<file path="src/rtl/fb_pkg.sv">
// Shared defaults, state encoding and sizing helper for the framebuffer scanout arbiter.
package fb_pkg;

    localparam int unsigned H_ACTIVE_DEF   = 640;
    localparam int unsigned V_ACTIVE_DEF   = 480;
    localparam int unsigned V_TOTAL_DEF    = 525;
    localparam int unsigned PIX_W_DEF      = 8;
    localparam int unsigned ADDR_W_DEF     = 19;
    localparam int unsigned FIFO_DEPTH_DEF = 4;
    localparam int unsigned LOW_WATER_DEF  = 2;
    localparam int unsigned Y_W            = 10;
    localparam int unsigned UF_CNT_W       = 16;

    typedef enum logic [1:0] {
        StResync = 2'd0,
        StFetch  = 2'd1,
        StDone   = 2'd2
    } fb_state_e;

    // Occupancy counter width able to hold 0..depth inclusive.
    function automatic int unsigned fb_cnt_w(input int unsigned depth);
        return $clog2(depth + 1);
    endfunction

endpackage

</file>
<file path="src/rtl/fb_scanout_arbiter_if.sv">
// GPU write handshake plus single-port framebuffer RAM bus; master = arbiter, slave = GPU/RAM side.
interface fb_scanout_arbiter_if import fb_pkg::*; #(
    parameter int unsigned ADDR_W = ADDR_W_DEF,
    parameter int unsigned PIX_W  = PIX_W_DEF
) ();

    logic              wr_valid;
    logic              wr_ready;
    logic [ADDR_W-1:0] wr_addr;
    logic [PIX_W-1:0]  wr_data;

    logic              mem_en;
    logic              mem_we;
    logic [ADDR_W-1:0] mem_addr;
    logic [PIX_W-1:0]  mem_wdata;
    logic [PIX_W-1:0]  mem_rdata;

    modport master (
        input  wr_valid, wr_addr, wr_data, mem_rdata,
        output wr_ready, mem_en, mem_we, mem_addr, mem_wdata
    );

    modport slave (
        output wr_valid, wr_addr, wr_data, mem_rdata,
        input  wr_ready, mem_en, mem_we, mem_addr, mem_wdata
    );

endinterface

</file>
<file path="src/rtl/fb_sync_fifo.sv">
// Synchronous FIFO with flush and occupancy count; head is registered storage, no fall-through.
module fb_sync_fifo import fb_pkg::*; #(
    parameter int unsigned DEPTH = 4,
    parameter int unsigned WIDTH = 8,
    localparam int unsigned PtrW = (DEPTH > 1) ? $clog2(DEPTH) : 1,
    localparam int unsigned CntW = fb_cnt_w(DEPTH)
) (
    input  logic             clk_i,
    input  logic             rst_i,
    input  logic             flush_i,
    input  logic             push_i,
    input  logic             pop_i,
    input  logic [WIDTH-1:0] wdata_i,
    output logic [WIDTH-1:0] rdata_o,
    output logic [CntW-1:0]  count_o,
    output logic             empty_o,
    output logic             full_o
);

    logic [WIDTH-1:0] mem_q [DEPTH];
    logic [PtrW-1:0]  wr_ptr_q;
    logic [PtrW-1:0]  rd_ptr_q;
    logic [CntW-1:0]  count_q;
    logic             do_push;
    logic             do_pop;

    assign empty_o = (count_q == '0);
    assign full_o  = (count_q == CntW'(DEPTH));
    assign do_pop  = pop_i && !empty_o;
    // A full FIFO may still accept a push when the same cycle frees a slot.
    assign do_push = push_i && (!full_o || do_pop);
    assign rdata_o = mem_q[rd_ptr_q];
    assign count_o = count_q;

    always_ff @(posedge clk_i) begin
        if (rst_i || flush_i) begin
            wr_ptr_q <= '0;
            rd_ptr_q <= '0;
            count_q  <= '0;
        end else begin
            if (do_push) begin
                mem_q[wr_ptr_q] <= wdata_i;
                wr_ptr_q        <= wr_ptr_q + 1'b1;
            end
            if (do_pop) begin
                rd_ptr_q <= rd_ptr_q + 1'b1;
            end
            unique case ({do_push, do_pop})
                2'b10:   count_q <= count_q + 1'b1;
                2'b01:   count_q <= count_q - 1'b1;
                default: count_q <= count_q;
            endcase
        end
    end

endmodule

</file>
<file path="src/rtl/fb_scanout_arbiter.sv">
// Shares one framebuffer RAM between VGA scanout prefetch and GPU writes.
// Optional FB_UNDERFLOW_CNT_EN adds a saturating count of starved visible pixels.
module fb_scanout_arbiter import fb_pkg::*; #(
    parameter int unsigned H_ACTIVE   = H_ACTIVE_DEF,
    parameter int unsigned V_ACTIVE   = V_ACTIVE_DEF,
    parameter int unsigned V_TOTAL    = V_TOTAL_DEF,
    parameter int unsigned PIX_W      = PIX_W_DEF,
    parameter int unsigned ADDR_W     = ADDR_W_DEF,
    parameter int unsigned FIFO_DEPTH = FIFO_DEPTH_DEF,
    parameter int unsigned LOW_WATER  = LOW_WATER_DEF
) (
    input  logic                clk,
    input  logic                reset,
    input  logic                pix_en,
    input  logic [Y_W-1:0]      y,
    input  logic                blank,
    output logic [PIX_W-1:0]    pix_out,
    output logic                underflow,
    output logic [UF_CNT_W-1:0] underflow_cnt,
    fb_scanout_arbiter_if.master bus_io
);

    localparam int unsigned CntW = fb_cnt_w(FIFO_DEPTH);
    localparam int unsigned ResW = CntW + 1;

    localparam logic [ResW-1:0]   DepthRes    = ResW'(FIFO_DEPTH);
    localparam logic [ResW-1:0]   LowWaterRes = ResW'(LOW_WATER);
    localparam logic [ADDR_W-1:0] LastAddr    = ADDR_W'(H_ACTIVE * V_ACTIVE - 1);
    localparam logic [Y_W-1:0]    PrefillLine = Y_W'(V_TOTAL - 1);
    localparam logic [Y_W-1:0]    VisEnd      = Y_W'(V_ACTIVE);

    fb_state_e         state_q;
    logic [ADDR_W-1:0] fetch_addr_q;
    logic              inflight_q;
    logic [PIX_W-1:0]  pix_out_q;
    logic              underflow_q;

    logic [CntW-1:0]   fifo_count;
    logic              fifo_empty;
    logic              fifo_full;
    logic [PIX_W-1:0]  fifo_head;
    logic              fifo_flush;
    logic              fifo_pop;

    logic [ResW-1:0]   reserved;
    logic              fetch_ok;
    logic              urgent;
    logic              wr_go;
    logic              rd_go;
    logic              pix_vis;
    logic              pix_starve;

    // Reads in flight count against FIFO space so a returning word always has a slot.
    assign reserved = ResW'(fifo_count) + ResW'(inflight_q);

    always_comb begin
        fetch_ok   = (state_q == StFetch) && (reserved < DepthRes);
        urgent     = fetch_ok && (reserved < LowWaterRes);
        wr_go      = bus_io.wr_valid && !urgent;
        rd_go      = fetch_ok && !wr_go;
        pix_vis    = pix_en && !blank;
        fifo_pop   = pix_vis && !fifo_empty;
        pix_starve = pix_vis && fifo_empty;
        fifo_flush = (state_q == StResync);
    end

    assign bus_io.wr_ready  = !urgent;
    assign bus_io.mem_en    = wr_go || rd_go;
    assign bus_io.mem_we    = wr_go;
    assign bus_io.mem_addr  = wr_go ? bus_io.wr_addr : fetch_addr_q;
    assign bus_io.mem_wdata = bus_io.wr_data;

    fb_sync_fifo #(
        .DEPTH (FIFO_DEPTH),
        .WIDTH (PIX_W)
    ) u_fifo (
        .clk_i   (clk),
        .rst_i   (reset),
        .flush_i (fifo_flush),
        .push_i  (inflight_q),
        .pop_i   (fifo_pop),
        .wdata_i (bus_io.mem_rdata),
        .rdata_o (fifo_head),
        .count_o (fifo_count),
        .empty_o (fifo_empty),
        .full_o  (fifo_full)
    );

    always_ff @(posedge clk) begin
        if (reset) begin
            state_q      <= StResync;
            fetch_addr_q <= '0;
            inflight_q   <= 1'b0;
            pix_out_q    <= '0;
            underflow_q  <= 1'b0;
        end else begin
            inflight_q <= rd_go;

            unique case (state_q)
                StResync: begin
                    fetch_addr_q <= '0;
                    if (y == PrefillLine) begin
                        state_q <= StFetch;
                    end
                end
                StFetch: begin
                    if (rd_go) begin
                        fetch_addr_q <= fetch_addr_q + 1'b1;
                        if (fetch_addr_q == LastAddr) begin
                            state_q <= StDone;
                        end
                    end
                end
                StDone: begin
                    if ((y >= VisEnd) && (y != PrefillLine)) begin
                        state_q <= StResync;
                    end
                end
                default: state_q <= StResync;
            endcase

            if (pix_en) begin
                pix_out_q <= fifo_pop ? fifo_head : '0;
            end
            if (pix_starve) begin
                underflow_q <= 1'b1;
            end
        end
    end

    assign pix_out   = pix_out_q;
    assign underflow = underflow_q;

`ifdef FB_UNDERFLOW_CNT_EN
    logic [UF_CNT_W-1:0] uf_cnt_q;

    always_ff @(posedge clk) begin
        if (reset) begin
            uf_cnt_q <= '0;
        end else if (pix_starve && (uf_cnt_q != {UF_CNT_W{1'b1}})) begin
            uf_cnt_q <= uf_cnt_q + 1'b1;
        end
    end

    assign underflow_cnt = uf_cnt_q;
`else
    assign underflow_cnt = '0;
`endif

    logic unused_full;
    assign unused_full = fifo_full;

endmodule
</file>
<file path="src/flat_wrapper.sv">
// flat-port wrapper written by rule: the top's interface ports become plain ports
module fb_scanout_arbiter_flat import fb_pkg::*;
#(
    parameter int unsigned H_ACTIVE   = H_ACTIVE_DEF,
    parameter int unsigned V_ACTIVE   = V_ACTIVE_DEF,
    parameter int unsigned V_TOTAL    = V_TOTAL_DEF,
    parameter int unsigned PIX_W      = PIX_W_DEF,
    parameter int unsigned ADDR_W     = ADDR_W_DEF,
    parameter int unsigned FIFO_DEPTH = FIFO_DEPTH_DEF,
    parameter int unsigned LOW_WATER  = LOW_WATER_DEF
)
  (clk, reset, pix_en, y, blank, pix_out, underflow, underflow_cnt, bus_io_wr_valid, bus_io_wr_addr, bus_io_wr_data, bus_io_mem_rdata, bus_io_wr_ready, bus_io_mem_en, bus_io_mem_we, bus_io_mem_addr, bus_io_mem_wdata);
  fb_scanout_arbiter_if #(.ADDR_W(ADDR_W), .PIX_W(PIX_W)) bus_io_i ();
  input  logic clk;
  input  logic reset;
  input  logic pix_en;
  input  logic [Y_W-1:0] y;
  input  logic blank;
  output logic [PIX_W-1:0] pix_out;
  output logic underflow;
  output logic [UF_CNT_W-1:0] underflow_cnt;
  input wire logic [$bits(bus_io_i.wr_valid)-1:0] bus_io_wr_valid;
  input wire logic [$bits(bus_io_i.wr_addr)-1:0] bus_io_wr_addr;
  input wire logic [$bits(bus_io_i.wr_data)-1:0] bus_io_wr_data;
  input wire logic [$bits(bus_io_i.mem_rdata)-1:0] bus_io_mem_rdata;
  output wire logic [$bits(bus_io_i.wr_ready)-1:0] bus_io_wr_ready;
  output wire logic [$bits(bus_io_i.mem_en)-1:0] bus_io_mem_en;
  output wire logic [$bits(bus_io_i.mem_we)-1:0] bus_io_mem_we;
  output wire logic [$bits(bus_io_i.mem_addr)-1:0] bus_io_mem_addr;
  output wire logic [$bits(bus_io_i.mem_wdata)-1:0] bus_io_mem_wdata;
  assign bus_io_i.wr_valid = bus_io_wr_valid;
  assign bus_io_i.wr_addr = bus_io_wr_addr;
  assign bus_io_i.wr_data = bus_io_wr_data;
  assign bus_io_i.mem_rdata = bus_io_mem_rdata;
  assign bus_io_wr_ready = bus_io_i.wr_ready;
  assign bus_io_mem_en = bus_io_i.mem_en;
  assign bus_io_mem_we = bus_io_i.mem_we;
  assign bus_io_mem_addr = bus_io_i.mem_addr;
  assign bus_io_mem_wdata = bus_io_i.mem_wdata;
  fb_scanout_arbiter #(.H_ACTIVE(H_ACTIVE), .V_ACTIVE(V_ACTIVE), .V_TOTAL(V_TOTAL), .PIX_W(PIX_W), .ADDR_W(ADDR_W), .FIFO_DEPTH(FIFO_DEPTH), .LOW_WATER(LOW_WATER)) u_core (.clk(clk), .reset(reset), .pix_en(pix_en), .y(y), .blank(blank), .pix_out(pix_out), .underflow(underflow), .underflow_cnt(underflow_cnt), .bus_io(bus_io_i));
endmodule
</file>
<file path="config.mk">
export PLATFORM = sky130hd
export DESIGN_NAME = fb_scanout_arbiter_flat
export DESIGN_NICKNAME = d
export VERILOG_FILES = /design/src/rtl/fb_pkg.sv /design/src/rtl/fb_scanout_arbiter_if.sv /design/src/rtl/fb_sync_fifo.sv /design/src/rtl/fb_scanout_arbiter.sv /design/src/flat_wrapper.sv
export SDC_FILE = /design/constraint.sdc
export NUM_CORES = 1
export LEC_CHECK = 0
export CORE_MARGIN = 2
export CORE_UTILIZATION = 39
export CTS_CLUSTER_SIZE = 12
export DETAILED_ROUTE_END_ITERATION = 7
export PLACE_DENSITY = 0.64
export SLEW_MARGIN = 20
export SYNTH_ARGS = -nofsm -noshare
export SYNTH_HDL_FRONTEND = slang
export SYNTH_SLANG_ARGS = --single-unit
</file>
<file path="constraint.sdc">
create_clock -name clk -period 2.9 [get_ports clk]
set_input_delay 0.58 -clock clk [delete_from_list [all_inputs] [get_ports clk]]
set_output_delay 0.58 -clock clk [all_outputs]
set_load 0.01 [all_outputs]
</file>
==> Word level (Yosys, flattened, before mapping) <==
Memory sizes are Yosys's and may differ from the RTL's. A register that Yosys moved wholly into a read port is not among the register bits.
Cells that the tools add are included.
W data, S select, Z words.
{ "totals": {"ff_bits": 38, "latchBits": 0, "mem_bits_rw": 32, "rom_bits": 0, "word_cells": 69, "n_memories": 1} }
{ "op_classes": {"add_sub_neg": 6, "n_mul": 0, "div_mod_pow": 0, "order_cmp": 3, "n_eq_ne": 12, "shift": 0, "n_mux": 15, "bitwise": 0, "reduce_logical": 24} }
{ "memory_table": {"columns": ["memory", "depth", "width", "rd", "rd_clocked_by_memory_dff", "wr", "line_no", "rtl"], "rows": [
  ["u_core.u_fifo.mem_q", 4, 8, 1, 1, 1, "fb_sync_fifo.sv:20", "logic [WIDTH-1:0] mem_q [DEPTH];"]
]} }
{ "ops": {"columns": ["operator", "n"], "rows": [
  ["$mux W19", 2],
  ["$pmux W19 S2", 1],
  ["$add A19 B1 Y19 const B", 1],
  ["$eq A19 B19 Y1 const B", 1],
  ["$mux W2", 6],
  ["$eq A10 B10 Y1 const B", 1],
  ["$ge A10 B9 Y1 const B", 1],
  ["$logic_and A1 B1 Y1", 10],
  ["$ne A10 B10 Y1 const B", 1],
  ["$mux W8", 1],
  ["$ne A2 B1 Y1 const B", 3],
  ["$pmux W2 S3", 1],
  ["$pmux W3 S2", 1],
  ["$logic_not A1 Y1", 5],
  ["$add A2 B1 Y2 const B", 2],
  ["$add A3 B1 Y4", 1],
  ["$eq A2 B1 Y1 const B", 2],
  ["$eq A2 B2 Y1 const B", 2],
  ["$lt A4 B2 Y1 const B", 1],
  ["$lt A4 B3 Y1 const B", 1],
  ["$reduce_and A4 Y1", 1],
  ["$reduce_bool A2 Y1", 2],
  ["$add A3 B1 Y3 const B", 1],
  ["$eq A3 B3 Y1 const B", 1],
  ["7 further kinds", 11]
]} }

==> Depth between registers and ports, before layout <==
Gate-level depths: netlist of the first run.
{ "logic_depth": {"word_depth": 10, "mapped_depth": 9, "mapped_depth_nobuf": 7} }

==> Cells and area by module <==
Synthesis of the first run repeated with hierarchy kept, for this count alone.
{ "unflattened": {"cells_unflattened": 341, "hier_area_um2": 3746.1} }
{ "by_module_without_submodules": {"columns": ["module", "instances", "cells_each", "area_each_um2"], "rows": [
  ["fb_scanout_arbiter", 1, 232, 2011.9],
  ["fb_sync_fifo", 1, 109, 1734.2]
]} }

==> Least setup slack after synthesis of the first run <==
OpenSTA, ideal clock, no wires.
{ "synth_path": {"kind": "reg2out", "from": "reg u_core.u_fifo.count_q[0], in the netlist u_core.u_fifo.count_o[0]", "to": "out bus_io_mem_addr[0]", "arrival_ns": 1.909, "required_time_ns": 2.320, "setup_slack_ns": 0.411, "stages_incl_launch_ff": 9, "path_cell_list": "dfxtp_1 inv_1 nor2_1 ha_1 xnor2_4 nand3_1 o21ai_0 buf_2 mux2_2"} }
{ "synth_between": {"elab_chain_len": 7} }
{ "synth_rtl": {"columns": ["item", "line_no", "rtl"], "rows": [
  ["from (decl)", "fb_sync_fifo.sv:23", "logic [CntW-1:0] count_q;"],
  ["from (signal assigned)", "fb_sync_fifo.sv:49", "2'b10: count_q <= count_q + 1'b1;"],
  ["from (signal assigned)", "fb_sync_fifo.sv:50", "2'b01: count_q <= count_q - 1'b1;"],
  ["from (signal assigned)", "fb_sync_fifo.sv:51", "default: count_q <= count_q;"],
  ["$add A3 B1 Y4 (*)", "fb_scanout_arbiter.sv:54", "assign reserved = ResW'(fifo_count) + ResW'(inflight_q);"],
  ["$lt A4 B3 Y1", "fb_scanout_arbiter.sv:57", "fetch_ok = (state_q == StFetch) && (reserved < DepthRes);"],
  ["$logic_and A1 B1 Y1", "fb_scanout_arbiter.sv:57", null],
  ["$logic_and A1 B1 Y1 (*)", "fb_scanout_arbiter.sv:58", "urgent = fetch_ok && (reserved < LowWaterRes);"],
  ["$logic_not A1 Y1 (*)", "fb_scanout_arbiter.sv:59", "wr_go = bus_io.wr_valid && !urgent;"],
  ["$logic_and A1 B1 Y1 (*)", "fb_scanout_arbiter.sv:59", null],
  ["$mux W19 (*)", "fb_scanout_arbiter.sv:70", "assign bus_io.mem_addr = wr_go ? bus_io.wr_addr : fetch_addr_q;"],
  ["to (decl)", "flat_wrapper.sv:29", "output wire logic [$bits(bus_io_i.mem_addr)-1:0] bus_io_mem_addr;"]
]} }
Mark *: on every way between the ends. The rest lies on a longest branch, timed or not.

==> Final worst setup path of the first run <==
{ "layout_path": {"from": "reg u_core.inflight_q", "to": "out bus_io_mem_addr[11]"} }
{ "layout_between": {"elab_chain_len": 7} }
{ "layout_rtl": {"columns": ["item", "line_no", "rtl"], "rows": [
  ["from (decl)", "fb_scanout_arbiter.sv:34", "logic inflight_q;"],
  ["from (signal assigned)", "fb_scanout_arbiter.sv:97", "inflight_q <= rd_go;"],
  ["$add A3 B1 Y4 (*)", "fb_scanout_arbiter.sv:54", null],
  ["$lt A4 B3 Y1", "fb_scanout_arbiter.sv:57", null],
  ["$logic_and A1 B1 Y1", "fb_scanout_arbiter.sv:57", null],
  ["$logic_and A1 B1 Y1 (*)", "fb_scanout_arbiter.sv:58", null],
  ["$logic_not A1 Y1 (*)", "fb_scanout_arbiter.sv:59", null],
  ["$logic_and A1 B1 Y1 (*)", "fb_scanout_arbiter.sv:59", null],
  ["$mux W19 (*)", "fb_scanout_arbiter.sv:70", null]
]} }
Marks and branches as above.

==> results of run 1 <==
==> where the power goes <==
group          total [mW]  internal [mW]  switching, mW
combinational       0.151         0.0931         0.0581
sequential           1.06           1.06       0.000559
clock               0.772          0.398          0.374
total                1.98           1.55          0.432
==> metal layers <==
metal | global-route usage (%) | up-vias | share of wire, %
li1 | - | 1327 | -
met1 | 22.1 | 1297 | 48
met2 | 24.9 | 68 | 46
met3 | 3.83 | 8 | 4.7
met4 | 4.85 | 0 | 1.0
met5 | 0 | - | 0
==> area by class of cell <==
class,instances,area (sq um),area share [%]
clock buffers,9,124,2.69
clock inverters,7,71.3,1.55
inverters,10,37.5,0.815
multi-input cells,223,1650,35.8
flip-flops and latches,72,1760,38.3
well taps,111,139,3.01
repair buffers,86,823,17.9
==> repair_timing <==
item,4_1_cts,5_1_grt
gates resized for setup,67,3
setup endpoints to repair,20,20
setup buffers,4,0
gates cloned,1,0
pin swaps,5,2
==> worst max-delay path by stage <==
stage	cells after the start	slack (ps)	to	from
after floorplan	8	410	bus_io_mem_addr[0]	u_core.u_fifo.count_o[0]$_SDFFE_PP0P_
after global placement	9	70	bus_io_mem_addr[10]	u_core.u_fifo.count_o[0]$_SDFFE_PP0P_
after detailed placement	9	20	bus_io_mem_addr[11]	u_core.inflight_q$_SDFF_PP0_
after CTS	10	3	bus_io_mem_addr[11]	u_core.inflight_q$_SDFF_PP0_
after global routing	10	20	bus_io_mem_addr[11]	u_core.inflight_q$_SDFF_PP0_
final	10	120	bus_io_mem_addr[11]	u_core.inflight_q$_SDFF_PP0_
==> critical path: stages (launching register included) <==
cell and delay (ps):
dfxtp_2 340, inv_2 50, nor2_4 120, ha_4 160, xnor2_4 130, nand3_2 120
o21ai_4 190, buf_6 140, buf_16 130, mux2_2 330, buf_2 140
==> cell families (layout without fill, tap and decap cells) <==
kind of cell               count (synthesis)  count (layout)
AOI/OAI and AO/OA                         58              58
xor gates and xnor gates                   6               6
adders and majority gates                  7               7
buffers and inverters                     49             112
DFF                                       72              72
muxes                                     29              29
other                                      1              16
and+or+nand+nor                          107             107
==> stage by stage <==
| stage | cell area (sq um) | power [mW] | hold WS (ps) | utilization (%) |
|---|---|---|---|---|
| 3_5_place_dp | 4360 | 1.23 | 468 | 47.9 |
| 3_3_place_gp | 4360 | 1.23 | 462 | 47.9 |
| 5_1_grt | 4610 | 2.06 | 520 | 50.6 |
| 4_1_cts | 4590 | 2.00 | 489 | 50.4 |
| 6_report | 4610 | 1.98 | 487 | 50.6 |
| 2_1_floorplan | 3660 | 1.16 | 454 | - |
==> flip-flops by register name, summed over array words and instances (netlist names), named ones only <==
signal and count:
u_core.u_fifo.rd_ptr_q 2, u_core.u_fifo.wr_ptr_q 2, u_core.u_fifo.count_o 3, u_core.state_q 2, u_core.underflow 1, u_core.u_fifo.mem_q 32
u_core.pix_out 8, u_core.fetch_addr_q 19, u_core.inflight_q 1
==> cells in the mapped netlist (all sizes together) (3+ instances only) <==
master and instances:
nor3 3, nor2b 10, a41oi 3, or3 11, inv 10, and3 7
a21oi 30, buf 31, nor2 23, o31ai 9, mux2 19, xnor2 4
ha 6, and4 3, edfxtp 32, nand3 10, dfxtp 40, clkbuf 8
or4 9, nand2 11, o21ai 9, mux4 8, nand4 6
==> reports/qor.txt, run 1 <==
Outcome = complete, no violations
Synth Cell Area = 3610 sq um
Synth Area in Compound Gates = 10.1%
Unrepaired setup endpoints after global routing = false
Syn Area/Cell = 11.0 sq um
Finished Layout Cells = 518
Count of warnings emitted by yosys = 0
Starting DRT DRC Count = 108
Core ar. = 9110 sq um
Vias in the first global route = 2549
Detailed Route WL = 7.75 mm
HP Class = flip-flop to flip-flop
Fin crit share = 95.9%
Root buffer cell = clkbuf_8
Synth top area cells = edfxtp_1, dfxtp_1, mux2_2, buf_4, mux4_2
Synth top area share = 26.6%
Layout cell share with drive strength beyond 1 = 19.2%
Synth Instances = 329
Placed Instances = 498
Worst Hold Path EP = u_core.underflow$_SDFFE_PP0P_
Simple-gate portion of the synthesized area = 16.8%
Global route overflow = 0
Starting density of the core = 39.6%
I/O Pins = 105
R2R Setup Slk = 670 ps
Input/output buffers = 72
Main synth FF type = dfxtp_1
Seq/Total Area, Yosys = 48.8%
Fillers = 822
Worst R2R Path Depth = 8
Routed WL per cell = 15.0 um
FFs w/ async S/R, synth = 0%
Detail Route Antenna Nets = 0
Largest family of logic cells by synthesized area = simple AND/OR/NAND/NOR gates
Power density over cell area = 430 nW/um^2
WHS Path Cells = 2
Die ar. = 10000 sq um
H-tree depth = 3
Die W = 100 um
Vias per cell = 5.21
Worst-path fanout max = 10
Largest net degree at the start of global routing = 34
DRC viols = 0
Max VDD drop = 0.000207 V
Place WS = 21.2 ps
Multiplexer share of the synthesized area = 11.5%
Ant diodes = 0
Hold_buf cts = 0
RR Endpoint = u_core.fetch_addr_q[9]$_SDFFE_PP0P_
Final nets = 459
Commonest cells after routing, fill and taps aside = clkdlybuf4s50_1, dfxtp_1, edfxtp_1
WS Path Type = flip-flop to primary output
Max_slew headroom = 46.6%
Setup violations, final = 0
Cts bufs inserted = 9
Xor-xnor portion of the synthesized cell area = 1.98%
Hold wc startpoint = u_core.underflow$_SDFFE_PP0P_
Area growth from synthesis to layout = 27.7%
Critical R2R Launch = u_core.inflight_q$_SDFF_PP0_
Number of synthesized flops with an enable pin = 32
Die outline height = 100 um
Setup WS post-layout = 119 ps
Data arrival, critical path = 2200 ps
Reg clk slew, reported paths = 80 ps
Via count = 2700
Worst Clk Skew = 11.4 ps
Critical path required time = 2320 ps
F_max = 0.360 GHz
Crit end category = primary output
CTS max path bufs = 2
Setup TNS = 0 ps
CTS tree = built
Sink Count = 72
Final hold violations = 0
Startpoint Class = flip-flop
Seq cells post-synth = 72
Leak = 1.58 nW
First-pass GRT wire length = 12.5 mm
Worst skew pair latency = 340 ps
Worst slew pin tran = 799 ps
Unique masters post-synth = 48
First-pass DRT Iterations = 5
Rows = 35
Most common cell after layout, fill and taps aside = clkdlybuf4s50_1
Max Cap Viol = 0
Final Slew Violations = 0
Tot GR Track Use = 15.9%
Min Clock Period, post-route = 2780 ps
Leading area contributor after synthesis = edfxtp_1
Initial antenna violation count = 0
Hpwl dp = 5.41 mm
Adder-Cell Fraction of Synth Area = 2.64%
Gpl congestion = 0.800
(Power assumes the default switching activity.)
==> run 2: changes to the inputs <==
DONT_BUFFER_PORTS = 1   (was not set)
PLACE_DENSITY = 0.49   (was 0.64)
SLEW_MARGIN = not set   (was 20)
==> reports/qor.txt, run 2 (same netlist as run 1, synthesis figures left out) <==
Outcome = complete, no violations
Starting density of the core = 39.6%
Core ar. = 9110 sq um
WHS Path Cells = 1
Tot GR Track Use = 14.5%
Startpoint Class = flip-flop
Min Clock Period, post-route = 2800 ps
Max VDD drop = 0.000170 V
CTS max path bufs = 2
Global route overflow = 0
Layout cell share with drive strength beyond 1 = 17.9%
H-tree depth = 3
Worst R2R Path Depth = 7
Max Cap Viol = 0
Max FFs per register = 32
Largest net degree at the start of global routing = 34
Most common cell after layout, fill and taps aside = dfxtp_1
Worst slew pin tran = 845 ps
Initial antenna violation count = 0
First-pass GRT wire length = 11.2 mm
Die outline height = 100 um
Fin area = 3870 sq um
Post-CTS Setup Bufs = 0
Die W = 100 um
Rows = 35
Input/output buffers = 0
Gpl congestion = 0.843
Setup violations, final = 0
I/O Pins = 105
Multi-input gate area = 1650 sq um
Leak = 1.23 nW
Ant diodes = 0
Via count = 2394
Seq. cell area = 1760 sq um
First-pass DRT Iterations = 4
Detail Route Antenna Nets = 0
Data arrival, critical path = 2220 ps
Root buffer cell = clkbuf_8
Hpwl dp = 4.88 mm
Placed instance area = 3570 sq um
HP Class = input port to flip-flop
Final Slew Violations = 0
Switching share of total power = 21.4%
DRC viols = 0
Crit end category = primary output
Setup TNS = 0 ps
Worst Clk Skew = 11.3 ps
Cts bufs inserted = 9
Final hold violations = 0
Worst skew pair latency = 350 ps
Power density over cell area = 516 nW/um^2
Reg clk slew, reported paths = 80 ps
Hold_buf cts = 0
Cell Int Power = 1.57 mW
Worst-path fanout max = 6
Critical-path top delay cell = dfxtp_2
WS Path Type = flip-flop to primary output
Commonest cells after routing, fill and taps aside = dfxtp_1, edfxtp_1, a21oi_1
Area growth from synthesis to layout = 7.39%
Die ar. = 10000 sq um
Flop pwr share = 52.9%
Vias in the first global route = 2188
Final nets = 376
Clock Power Share = 44.1%
Combinational Power Share = 3.0%
CTS tree = built
Detailed Route WL = 7.30 mm
Critical path required time = 2320 ps
Fillers = 870
Routed WL per cell = 16.8 um
Fin crit share = 96.5%
F_max = 0.357 GHz
Worst-path cell chain = inv_4 > nor2_4 > ha_4 > xnor2_4 > nand3_4 > o21ai_4 > clkbuf_16 > mux2_2
Starting DRT DRC Count = 118
Vias per cell = 5.50
Sink Count = 72
Max_slew headroom = 43.5%
CP max stage delay = 360 ps
Switch Pwr = 428 uW
Most flops, register = u_core.u_fifo.mem_q
[run 2: cell types whose count changed in the layout (fill, tap and decap cells not counted), moves of 2 or more]
| cell | delta |
|---|---|
| clkdlybuf4s50_1 | -52 |
| clkinvlp_4 | +2 |
| buf_2 | -8 |
| inv_4 | +2 |
| clkinv_2 | -3 |
| buf_4 | -11 |
| clkdlybuf4s15_1 | -9 |
[run 2: final timing paths]
path	endpoint	start	slack, ps
worst max register to register	u_core.fetch_addr_q[17]$_SDFFE_PP0P_	u_core.u_fifo.count_o[0]$_SDFFE_PP0P_	650
worst min register to register	u_core.fetch_addr_q[1]$_SDFFE_PP0P_	u_core.fetch_addr_q[1]$_SDFFE_PP0P_	490
worst min-delay path	u_core.inflight_q$_SDFF_PP0_	reset	290
worst max-delay path	bus_io_mem_addr[3]	u_core.u_fifo.count_o[0]$_SDFFE_PP0P_	100
[run 2: worst max-delay path, delay by kind of cell, from the launching register on]
family	cells	cell delay (ps)
flip-flops	1	360
multiplexers	1	360
buffers and inverters	2	290
AO/OA/AOI/OAI	1	270
XOR/XNOR	1	250
AND/OR/NAND/NOR	2	170
adder cells (fa/ha/maj)	1	160
[run 2: area by class of cell]
cell class	instances	area share (%)
Sequential cell	72	45.5
Tap cell	111	3.58
Timing Repair Buffer	3	1.45
Clock inverter	6	2.39
Inverter	10	1.10
Clock buffer	10	3.29
Multi-Input combinational cell	223	42.7
[run 2: what timing repair did]
action | 4_1_cts | 5_1_grt
gates resized for setup | 4 | 9
gates cloned | 0 | 2
pin swaps | 1 | 2
endpoints found under the setup margin | 19 | 19
[run 2: through the flow]
step	worst slack (ps)	power [mW]	cells	util, %	hold slack (ps)
final	101	2.00	435	42.5	286
after global routing	-15.8	2.06	435	42.5	278
after CTS	15.8	2.02	433	41.7	275
after detailed placement	313	1.14	417	39.2	482
after global placement	336	1.14	417	39.2	469
after floorplan	411	1.16	344	-	454
[run 2: power groups by stage]
stage | clock [mW] | sequential (mW) | combinational (mW)
after floorplan | 0 | 1.08 | 0.0773
final | 0.882 | 1.06 | 0.0602
after CTS | 0.907 | 1.06 | 0.0534
after detailed placement | 0 | 1.08 | 0.0532
after global routing | 0.939 | 1.06 | 0.0654
after global placement | 0 | 1.08 | 0.0532
[run 2: layer usage]
layer | track usage [%] | share of wire (%) | vias up
met3 | 3.62 | 5.0 | 15
li1 | - | - | 1166
met1 | 20.1 | 48 | 1143
met5 | 0 | 0 | -
met4 | 8.01 | 2.2 | 0
met2 | 20.8 | 44 | 70
